`src/rtl/if_stage.sv`:
```
// Instruction-fetch stage: owns the fetch PC and reads instructions over the shared bus.
// It feeds the IF pipeline register (IFPC/IFInsn/IFEn) and holds a one-entry stall buffer.
module if_stage #(
  parameter int unsigned       ADDR_W       = 30,
  parameter int unsigned       DATA_W       = 32,
  parameter logic [ADDR_W-1:0] RESET_VECTOR = '0
) (
  input  logic              clk,
  input  logic              reset_,
  input  logic              Stall,
  input  logic              Flush,
  input  logic [ADDR_W-1:0] NewPC,
  input  logic              BrTaken,
  input  logic [ADDR_W-1:0] BrAddr,
  output logic              BusReq_,
  input  logic              BusGrnt_,
  output logic              BusAs_,
  output logic [ADDR_W-1:0] BusAddr,
  input  logic              BusRdy_,
  input  logic [DATA_W-1:0] BusRdData,
  output logic [ADDR_W-1:0] IFPC,
  output logic [DATA_W-1:0] IFInsn,
  output logic              IFEn
);

  localparam logic [2:0] IDLE   = 3'd0;
  localparam logic [2:0] REQ    = 3'd1;
  localparam logic [2:0] ADDR   = 3'd2;
  localparam logic [2:0] ACCESS = 3'd3;
  localparam logic [2:0] HOLD   = 3'd4;

  logic [2:0]        state_q, state_d;
  logic [ADDR_W-1:0] pc_q, pc_d;
  logic [ADDR_W-1:0] buf_pc_q, buf_pc_d;
  logic [DATA_W-1:0] buf_insn_q, buf_insn_d;
  logic [ADDR_W-1:0] ifpc_q, ifpc_d;
  logic [DATA_W-1:0] ifinsn_q, ifinsn_d;
  logic              ifen_q, ifen_d;
  logic              discard_q, discard_d;

  logic              redirect;
  logic [ADDR_W-1:0] target;
  logic              rdy;

  // A taken branch is only honoured when decode is not stalled; Flush always wins.
  assign redirect = Flush | (BrTaken & ~Stall);
  assign target   = Flush ? NewPC : BrAddr;
  assign rdy      = ~BusRdy_;

  always_comb begin
    state_d    = state_q;
    pc_d       = pc_q;
    buf_pc_d   = buf_pc_q;
    buf_insn_d = buf_insn_q;
    ifpc_d     = ifpc_q;
    ifinsn_d   = ifinsn_q;
    ifen_d     = ifen_q;
    discard_d  = discard_q;

    // Default to a bubble whenever the IF register advances; deliveries below override it.
    if (!Stall || Flush) begin
      ifen_d = 1'b0;
    end

    case (state_q)
      IDLE: state_d = REQ;
      REQ: begin
        if (!BusGrnt_) begin
          state_d = ADDR;
        end
      end
      ADDR: begin
        state_d = ACCESS;
        if (redirect) begin
          discard_d = 1'b1;
        end
      end
      ACCESS: begin
        if (rdy) begin
          if (redirect || discard_q) begin
            discard_d = 1'b0;
            state_d   = ADDR;
          end else if (Stall) begin
            buf_pc_d   = pc_q;
            buf_insn_d = BusRdData;
            pc_d       = pc_q + ADDR_W'(1);
            state_d    = HOLD;
          end else begin
            ifpc_d   = pc_q;
            ifinsn_d = BusRdData;
            ifen_d   = 1'b1;
            pc_d     = pc_q + ADDR_W'(1);
            state_d  = ADDR;
          end
        end else if (redirect) begin
          discard_d = 1'b1;
        end
      end
      HOLD: begin
        if (redirect) begin
          state_d = ADDR;
        end else if (!Stall) begin
          ifpc_d   = buf_pc_q;
          ifinsn_d = buf_insn_q;
          ifen_d   = 1'b1;
          state_d  = ADDR;
        end
      end
      default: state_d = IDLE;
    endcase

    if (redirect) begin
      pc_d = target;
    end
  end

  always_ff @(posedge clk or negedge reset_) begin
    if (!reset_) begin
      state_q    <= IDLE;
      pc_q       <= RESET_VECTOR;
      buf_pc_q   <= '0;
      buf_insn_q <= '0;
      ifpc_q     <= '0;
      ifinsn_q   <= '0;
      ifen_q     <= 1'b0;
      discard_q  <= 1'b0;
    end else begin
      state_q    <= state_d;
      pc_q       <= pc_d;
      buf_pc_q   <= buf_pc_d;
      buf_insn_q <= buf_insn_d;
      ifpc_q     <= ifpc_d;
      ifinsn_q   <= ifinsn_d;
      ifen_q     <= ifen_d;
      discard_q  <= discard_d;
    end
  end

  assign BusReq_ = (state_q == IDLE);
  assign BusAs_  = (state_q != ADDR);
  assign BusAddr = pc_q;
  assign IFPC    = ifpc_q;
  assign IFInsn  = ifinsn_q;
  assign IFEn    = ifen_q;

endmodule

```
`config.mk`:
```
export PLATFORM = sky130hd
export DESIGN_NAME = if_stage
export DESIGN_NICKNAME = d
export VERILOG_FILES = /design/src/rtl/if_stage.sv
export SDC_FILE = /design/constraint.sdc
export NUM_CORES = 1
export LEC_CHECK = 0
export ABC_AREA = 1
export BUFFER_PORTS_ARGS = -buffer_cell sky130_fd_sc_hd__buf_2
export CORE_ASPECT_RATIO = 1.5
export CORE_UTILIZATION = 49
export CTS_CLUSTER_DIAMETER = 50
export DETAILED_ROUTE_END_ITERATION = 16
export PLACE_DENSITY = 0.77
export SYNTH_ARGS = -nofsm -noshare
export SYNTH_HDL_FRONTEND = slang
export SYNTH_SLANG_ARGS = --single-unit
export TNS_END_PERCENT = 30
```
`constraint.sdc`:
```
create_clock -name clk -period 1.66 [get_ports clk]
set_clock_uncertainty 0.2 [all_clocks]
set_input_delay 0.249 -clock clk [delete_from_list [all_inputs] [get_ports clk]]
set_output_delay 0.249 -clock clk [all_outputs]
set_load 0.01 [all_outputs]
```
; After elaboration in Yosys (flattened, before gate mapping)
; Index checks and enable logic that the tools add are counted.
[totals]
regBits = 159
inputBits = 99
out_inout_bits = 95
word_cells = 75
[classes]
n_addsub = 1
n_eq_ne = 15
mux = 34
n_bitwise = 5
n_reduce_logical = 12
[ops]
columns = operator, count
row1 = $mux 30, 10
row2 = $mux 32, 5
row3 = $pmux 32 s2, 1
row4 = $pmux 30 s2, 1
row5 = $add 30x1->30 const B, 1
row6 = $mux 3, 6
row7 = $pmux 3 s5, 1
row8 = $ne 2x2->1 const B, 7
row9 = $mux 1, 8
row10 = $eq 3x2->1 const B, 2
row11 = $ne 3x3->1 const B, 2
row12 = $reduce_and 3->1, 2
row13 = $reduce_and 6->1, 1
row14 = $reduce_bool 2->1, 3
row15 = $pmux 1 s2, 2
row16 = $reduce_and 4->1, 1
row17 = $eq 3x1->1 const B, 1
row18 = $eq 3x3->1 const B, 1
row19 = $logic_not 3->1, 1
row20 = $ne 3x2->1 const B, 1
row21 = $not 1->1, 3
row22 = $logic_or 1x1->1, 2
row23 = $ne 2x1->1 const B, 1
row24 = $reduce_and 2->1, 1
row25 = other kinds (3), 3

; Logic depth before layout (Yosys ltp)
[depth]
ltp_word = 8
mapped_depth = 10

; Worst setup path after synthesis
; No wires, ideal clock.
[synth_timing]
path_kind = register -> register
start = reg pc_q[1] (netlist: BusAddr[1])
end = reg pc_q[24] (netlist: BusAddr[24])
setup_time_ns = 0.116
arrival_time_ns = 1.453
required_ns = 1.344
path_slack_ns = -0.109
stages_incl_launch_ff = 11
synth_period_minus_slack_ns = 1.769
path_cell_list = dfrtp_1 -> ha_1 -> nand2_1 -> nor2_1 -> nand2_1 -> nor2_1 -> nand2_1 -> nand2_1 -> nand3_1 -> nand2_1 -> nand2_1
[synth_between]
elab_chain_len = 5
[synth_rtl]
columns = item, line_no
row1 = start: declaration, 33  ; logic [ADDR_W-1:0] pc_q, pc_d;
row2 = start signal: assignment, 129  ; pc_q <= pc_d;
row3 = $add 30x1->30, "86, 92"
row4 = $mux 30, 80  ; if (redirect || discard_q) begin
row5 = $mux 30, 79  ; if (rdy) begin
row6 = $mux 30, 65  ; case (state_q)
row7 = $mux 30, 112  ; if (redirect) begin
; No other way between the ends. The select of a mux whose other input is x is not followed.
; A chain may end at the register's enable or synchronous reset.

; Worst setup path after layout
[layout_timing]
start = reg state_q[2]
end = reg buf_insn_q[18]
[layout_between]
elab_chain_len = 2
[layout_rtl]
columns = item, line_no
row1 = start: declaration, 32  ; logic [2:0] state_q, state_d;
row2 = start signal: assignment, 128  ; state_q <= state_d;
row3 = $eq 3x2->1, 65
row4 = $reduce_and 4->1 (no line), --
row5 = end signal: assignment, 131  ; buf_insn_q <= buf_insn_d;
row6 = end: declaration, 35  ; logic [DATA_W-1:0] buf_insn_q, buf_insn_d;
; No other way between the ends.

==> impl_results.html <==
<table>
<tr><th>Metric</th><th>Value</th></tr>
<tr><th colspan="2">Setup path</th></tr>
<tr><td>Worst-case register-to-register setup slack</td><td>-0.15 ns</td></tr>
<tr><td>Critical-path top delay cell</td><td>sky130_fd_sc_hd__dfrtp_2</td></tr>
<tr><td>Largest fanout on the critical path</td><td>39</td></tr>
<tr><td>Kind of end point of the critical path</td><td>flip-flop</td></tr>
<tr><td>Nature of the critical path startpoint</td><td>flip-flop</td></tr>
<tr><td>Sequence of cells on the critical path</td><td>nor2_4 &gt; buf_6 &gt; nand3_4 &gt; nor2_8 &gt; nand2_8 &gt; buf_12 &gt; nand2_1 &gt; o21ai_1</td></tr>
<tr><td>Data arrival time of the worst path</td><td>1.90 ns</td></tr>
<tr><td>Beginning of the worst register-to-register path</td><td>state_q[2]$_DFFE_PN0P_</td></tr>
<tr><td>End of the worst register-to-register path</td><td>buf_insn_q[18]$_DFFE_PN0P_</td></tr>
<tr><td>Class of the most critical setup path</td><td>flip-flop to flip-flop</td></tr>
<tr><td>Worst Path Required</td><td>1.76 ns</td></tr>
<tr><td>Max stage delay on crit path</td><td>0.48 ns</td></tr>
<tr><td>Reg2reg path depth</td><td>8</td></tr>
<tr><th colspan="2">Hold path</th></tr>
<tr><td>Hold endpoint</td><td>BusAddr[0]$_DFFE_PN0P_</td></tr>
<tr><td>Type of the most critical hold path</td><td>input pin to flip-flop</td></tr>
<tr><td>Hold Crit Start</td><td>BrAddr[0]</td></tr>
<tr><td>WHS Path Cells</td><td>3</td></tr>
<tr><th colspan="2">Timing</th></tr>
<tr><td>Worst hold slack across all endpoints</td><td>0.004664 ns</td></tr>
<tr><td>Timing-limited maximum frequency</td><td>553.4 MHz</td></tr>
<tr><td>Final hold violations</td><td>0</td></tr>
<tr><td>Final clock period utilization by the worst path</td><td>108.9%</td></tr>
<tr><td>Final critical-path setup slack</td><td>-0.1469 ns</td></tr>
<tr><td>Pins Over Slew Limit</td><td>0</td></tr>
<tr><td>Final critical path time including I/O delays and setup</td><td>1.807 ns</td></tr>
<tr><td>Relative slew slack</td><td>73.61%</td></tr>
<tr><td>Worst-margin pin slew</td><td>0.3959 ns</td></tr>
<tr><td>Unrepaired setup endpoints after global routing</td><td>true</td></tr>
<tr><td>Final number of setup-violating endpoints</td><td>155</td></tr>
<tr><th colspan="2">Pwr</th></tr>
<tr><td>Reported leakage power</td><td>6.007 nW</td></tr>
<tr><td>P per Cell Area</td><td>1492 nW/um2</td></tr>
<tr><td>Peak supply drop</td><td>0.0007448 V</td></tr>
<tr><th colspan="2">Synthesis</th></tr>
<tr><td>Synth Register Bits</td><td>159</td></tr>
<tr><td>Portion of the post-synthesis area used by sequential elements</td><td>49.87%</td></tr>
<tr><td>Number of instances in the synthesized netlist</td><td>1,026</td></tr>
<tr><td>Net Count, Synth</td><td>1,126</td></tr>
<tr><td>Count of flip-flops with a built-in enable after synthesis</td><td>0</td></tr>
<tr><td>Yosys warning count</td><td>0</td></tr>
<tr><td>Share of synthesized registers carrying an async set or reset</td><td>100.0%</td></tr>
<tr><td>Number of distinct library cells after synthesis</td><td>35</td></tr>
<tr><td>Synthesized area per cell</td><td>7.777 um2</td></tr>
<tr><td>Most used flip-flop cell after synthesis</td><td>sky130_fd_sc_hd__dfrtp_1</td></tr>
<tr><td>Cell area after technology mapping</td><td>7979 um2</td></tr>
<tr><th colspan="2">Finish</th></tr>
<tr><td>Highest-count cells in the layout ignoring fill and taps</td><td>sky130_fd_sc_hd__nand2_1, sky130_fd_sc_hd__buf_2, sky130_fd_sc_hd__dfrtp_1</td></tr>
<tr><td>Net count of the finished layout</td><td>1,441</td></tr>
<tr><td>Synthesis-to-layout area growth</td><td>42.83%</td></tr>
<tr><td>Fraction of layout instances using a drive strength above 1</td><td>29.39%</td></tr>
<tr><td>Area taken by multi-input logic gates</td><td>3722 um2</td></tr>
<tr><td>Final core utilization</td><td>72.29%</td></tr>
<tr><td>Reg area</td><td>3981 um2</td></tr>
<tr><td>Area of all placed cells without fillers</td><td>11,400 um2</td></tr>
<tr><td>Fill cell count</td><td>1,207</td></tr>
<tr><td>Most common library cell in the layout ignoring fill and taps</td><td>sky130_fd_sc_hd__nand2_1</td></tr>
<tr><td>Antenna fix cells</td><td>0</td></tr>
<tr><th colspan="2">Floorplanning</th></tr>
<tr><td>Core outline area</td><td>15,770 um2</td></tr>
<tr><td>Ports placed on the boundary</td><td>194</td></tr>
<tr><td># rows</td><td>56</td></tr>
<tr><td>Horizontal die dimension</td><td>106.2 um</td></tr>
<tr><td>Starting Density</td><td>50.61%</td></tr>
<tr><td>Die outline height</td><td>158.3 um</td></tr>
<tr><td>Die area</td><td>16,810 um2</td></tr>
<tr><th colspan="2">Global route</th></tr>
<tr><td>Remaining Overflow, GRT</td><td>0</td></tr>
<tr><td>GR Util All Layers</td><td>28.31%</td></tr>
<tr><td>Vias in the first global route</td><td>7,879</td></tr>
<tr><td>Pin count of the biggest net entering global routing</td><td>71</td></tr>
<tr><td>Antenna violations before repair</td><td>0</td></tr>
<tr><td>Global-route wire length before repair</td><td>37.42 mm</td></tr>
<tr><th colspan="2">CTS</th></tr>
<tr><td>Maximum number of buffers from clock root to sink</td><td>2</td></tr>
<tr><td>CTS H-tree lvls</td><td>4</td></tr>
<tr><td>Number of clock buffers inserted by TritonCTS</td><td>17</td></tr>
<tr><td>Later-pin clock latency in the skew report</td><td>0.42 ns</td></tr>
<tr><td>CTS root buf</td><td>sky130_fd_sc_hd__clkbuf_16</td></tr>
<tr><td>Clock slew at the register clock pins of the worst setup and hold paths</td><td>0.07 ns</td></tr>
<tr><td>Clock tree from TritonCTS</td><td>yes</td></tr>
<tr><td>Clock sink total</td><td>159</td></tr>
<tr><th colspan="2">Detailed routing</th></tr>
<tr><td>Vias</td><td>8,074</td></tr>
<tr><td>Average wire per cell in the routed design</td><td>15.00 um</td></tr>
<tr><td>Number of DRC markers after the initial detailed-route iteration</td><td>530</td></tr>
<tr><td>Count of nets left with antenna violations after detail routing</td><td>0</td></tr>
<tr><td>Wire length reported by the detailed router</td><td>23.35 mm</td></tr>
<tr><td>Average via count per standard cell</td><td>5.186</td></tr>
<tr><td>Length of the first detailed-routing pass in iterations</td><td>5</td></tr>
<tr><td>DRC violation count after routing</td><td>0</td></tr>
<tr><th colspan="2">Place</th></tr>
<tr><td>DP Area</td><td>9677 um2</td></tr>
<tr><td>Buffers on Ports</td><td>193</td></tr>
<tr><td>Final Wtd Congestion</td><td>0.9180</td></tr>
<tr><td>Detailed placer's ending HPWL</td><td>15.31 mm</td></tr>
<tr><th colspan="2">Outcome</th></tr>
<tr><td>Result of the run</td><td>finished, violations left</td></tr>
<tr><td>Failing checks</td><td>negative setup slack</td></tr>
<tr><th colspan="2">Flow run</th></tr>
<tr><td># Max-Cap Violations</td><td>0</td></tr>
</table>
metal layers:
layer | vias to the layer above | share of wire (%) | global-route usage (%) | wire length, um
li1 | 3963 | - | - | -
met2 | 306 | 52 | 50.37 | 12080
met1 | 3737 | 40 | 33.60 | 9427
met3 | 68 | 4.3 | 3.930 | 1013
met4 | 0 | 3.6 | 13.49 | 835
met5 | - | 0 | 0 | 0
state kept, by name, summed over array words and instances, names as in the netlist:
| register | count |
|---|---|
| BusAddr | 30 |
| IFEn | 1 |
| IFInsn | 32 |
| IFPC | 30 |
| buf_insn_q | 32 |
| buf_pc_q | 30 |
| discard_q | 1 |
| state_q | 3 |
cells in the mapped netlist (2+ instances only):
master,n,area [um2]
sky130_fd_sc_hd__nand3_1,58,290.3
sky130_fd_sc_hd__buf_6,9,101.4
sky130_fd_sc_hd__nand2_2,2,12.51
sky130_fd_sc_hd__nand4_1,2,12.51
sky130_fd_sc_hd__o31ai_1,10,75.07
sky130_fd_sc_hd__and2_1,2,12.51
sky130_fd_sc_hd__buf_1,5,18.77
sky130_fd_sc_hd__clkbuf_1,31,116.4
sky130_fd_sc_hd__mux2i_1,16,160.2
sky130_fd_sc_hd__buf_2,9,45.04
sky130_fd_sc_hd__inv_2,3,11.26
sky130_fd_sc_hd__nor2_1,72,270.3
sky130_fd_sc_hd__nand2_1,373,1400
sky130_fd_sc_hd__o21ai_0,88,440.4
sky130_fd_sc_hd__o21ai_1,82,410.4
sky130_fd_sc_hd__or2_2,4,25.02
sky130_fd_sc_hd__xor2_1,10,87.58
sky130_fd_sc_hd__dfrtp_1,159,3979
sky130_fd_sc_hd__o221ai_1,3,26.28
sky130_fd_sc_hd__inv_1,63,236.5
sky130_fd_sc_hd__o211ai_1,11,82.58
repair_timing:
| action | in CTS | in global routing |
|---|---|---|
| endpoints found under the setup margin | 154 | 159 |
| resized for setup | 79 | 28 |
| pin swaps | 11 | 5 |
| setup buffers | 13 | 2 |
| gates cloned | 4 | 0 |
| hold buffers | 61 | 0 |
| hold endpoints to repair | 233 | 0 |
worst max-delay path: cells and delay by family, from the launching register on:
kind | cells | cell delay (ns)
compound gates | 1 | 0.07
flops | 1 | 0.48
buf+inv | 2 | 0.30
simple gates | 5 | 0.61
power by group:
group | total (mW) | internal (mW) | switching (mW)
clock | 3.85 | 2.12 | 1.73
sequential | 6.39 | 5.47 | 0.919
combinational | 6.77 | 3.02 | 3.74
worst max-delay path by stage:
stage / start / end / slack (ns)
after floorplan: state_q[1]$_DFFE_PN0P_ / buf_insn_q[10]$_DFFE_PN0P_ / -0.02
after global placement: Stall / BusAddr[0]$_DFFE_PN0P_ / -0.09
after detailed placement: state_q[1]$_DFFE_PN0P_ / IFPC[2]$_DFFE_PN0P_ / -0.13
after CTS: state_q[0]$_DFFE_PN0P_ / BusReq_ / -0.13
after global routing: state_q[1]$_DFFE_PN0P_ / buf_insn_q[15]$_DFFE_PN0P_ / -0.25
final: state_q[2]$_DFFE_PN0P_ / buf_insn_q[18]$_DFFE_PN0P_ / -0.15
area by class of cell:
class                           count  share of cell area, %
Multi-Input combinational cell    746                  32.66
Sequential cell                   159                  34.94
Clock inverter                     15                  1.339
Inverter                           66                  2.240
Timing Repair Buffer              351                  22.86
Tap cell                          203                  2.229
Clock buffer                       17                  3.733
cells by family after synthesis:
kind of cell               after synthesis  share of synthesized area (%)
AOI/OAI and AO/OA                      199                          13.56
xor gates and xnor gates                11                          1.207
adders and majority gates                1                         0.1568
buffers and inverters                  121                          6.727
DFF                                    159                          49.87
muxes                                   16                          2.007
and+or+nand+nor                        519                          26.47
stage by stage:
| stage | setup WS, ns | TNS [ns] | std cells | power [mW] |
|---|---|---|---|---|
| after floorplan | -0.02400 | -0.3039 | 1026 | 9.671 |
| after global placement | -0.09146 | -4.894 | 1445 | 11.80 |
| after detailed placement | -0.1333 | -9.868 | 1445 | 12.05 |
| after CTS | -0.1262 | -8.641 | 1555 | 16.90 |
| after global routing | -0.2527 | -26.62 | 1557 | 18.11 |
| final | -0.1469 | -14.09 | 1557 | 17.00 |
No activity file was read; power rests on OpenSTA's default activity.
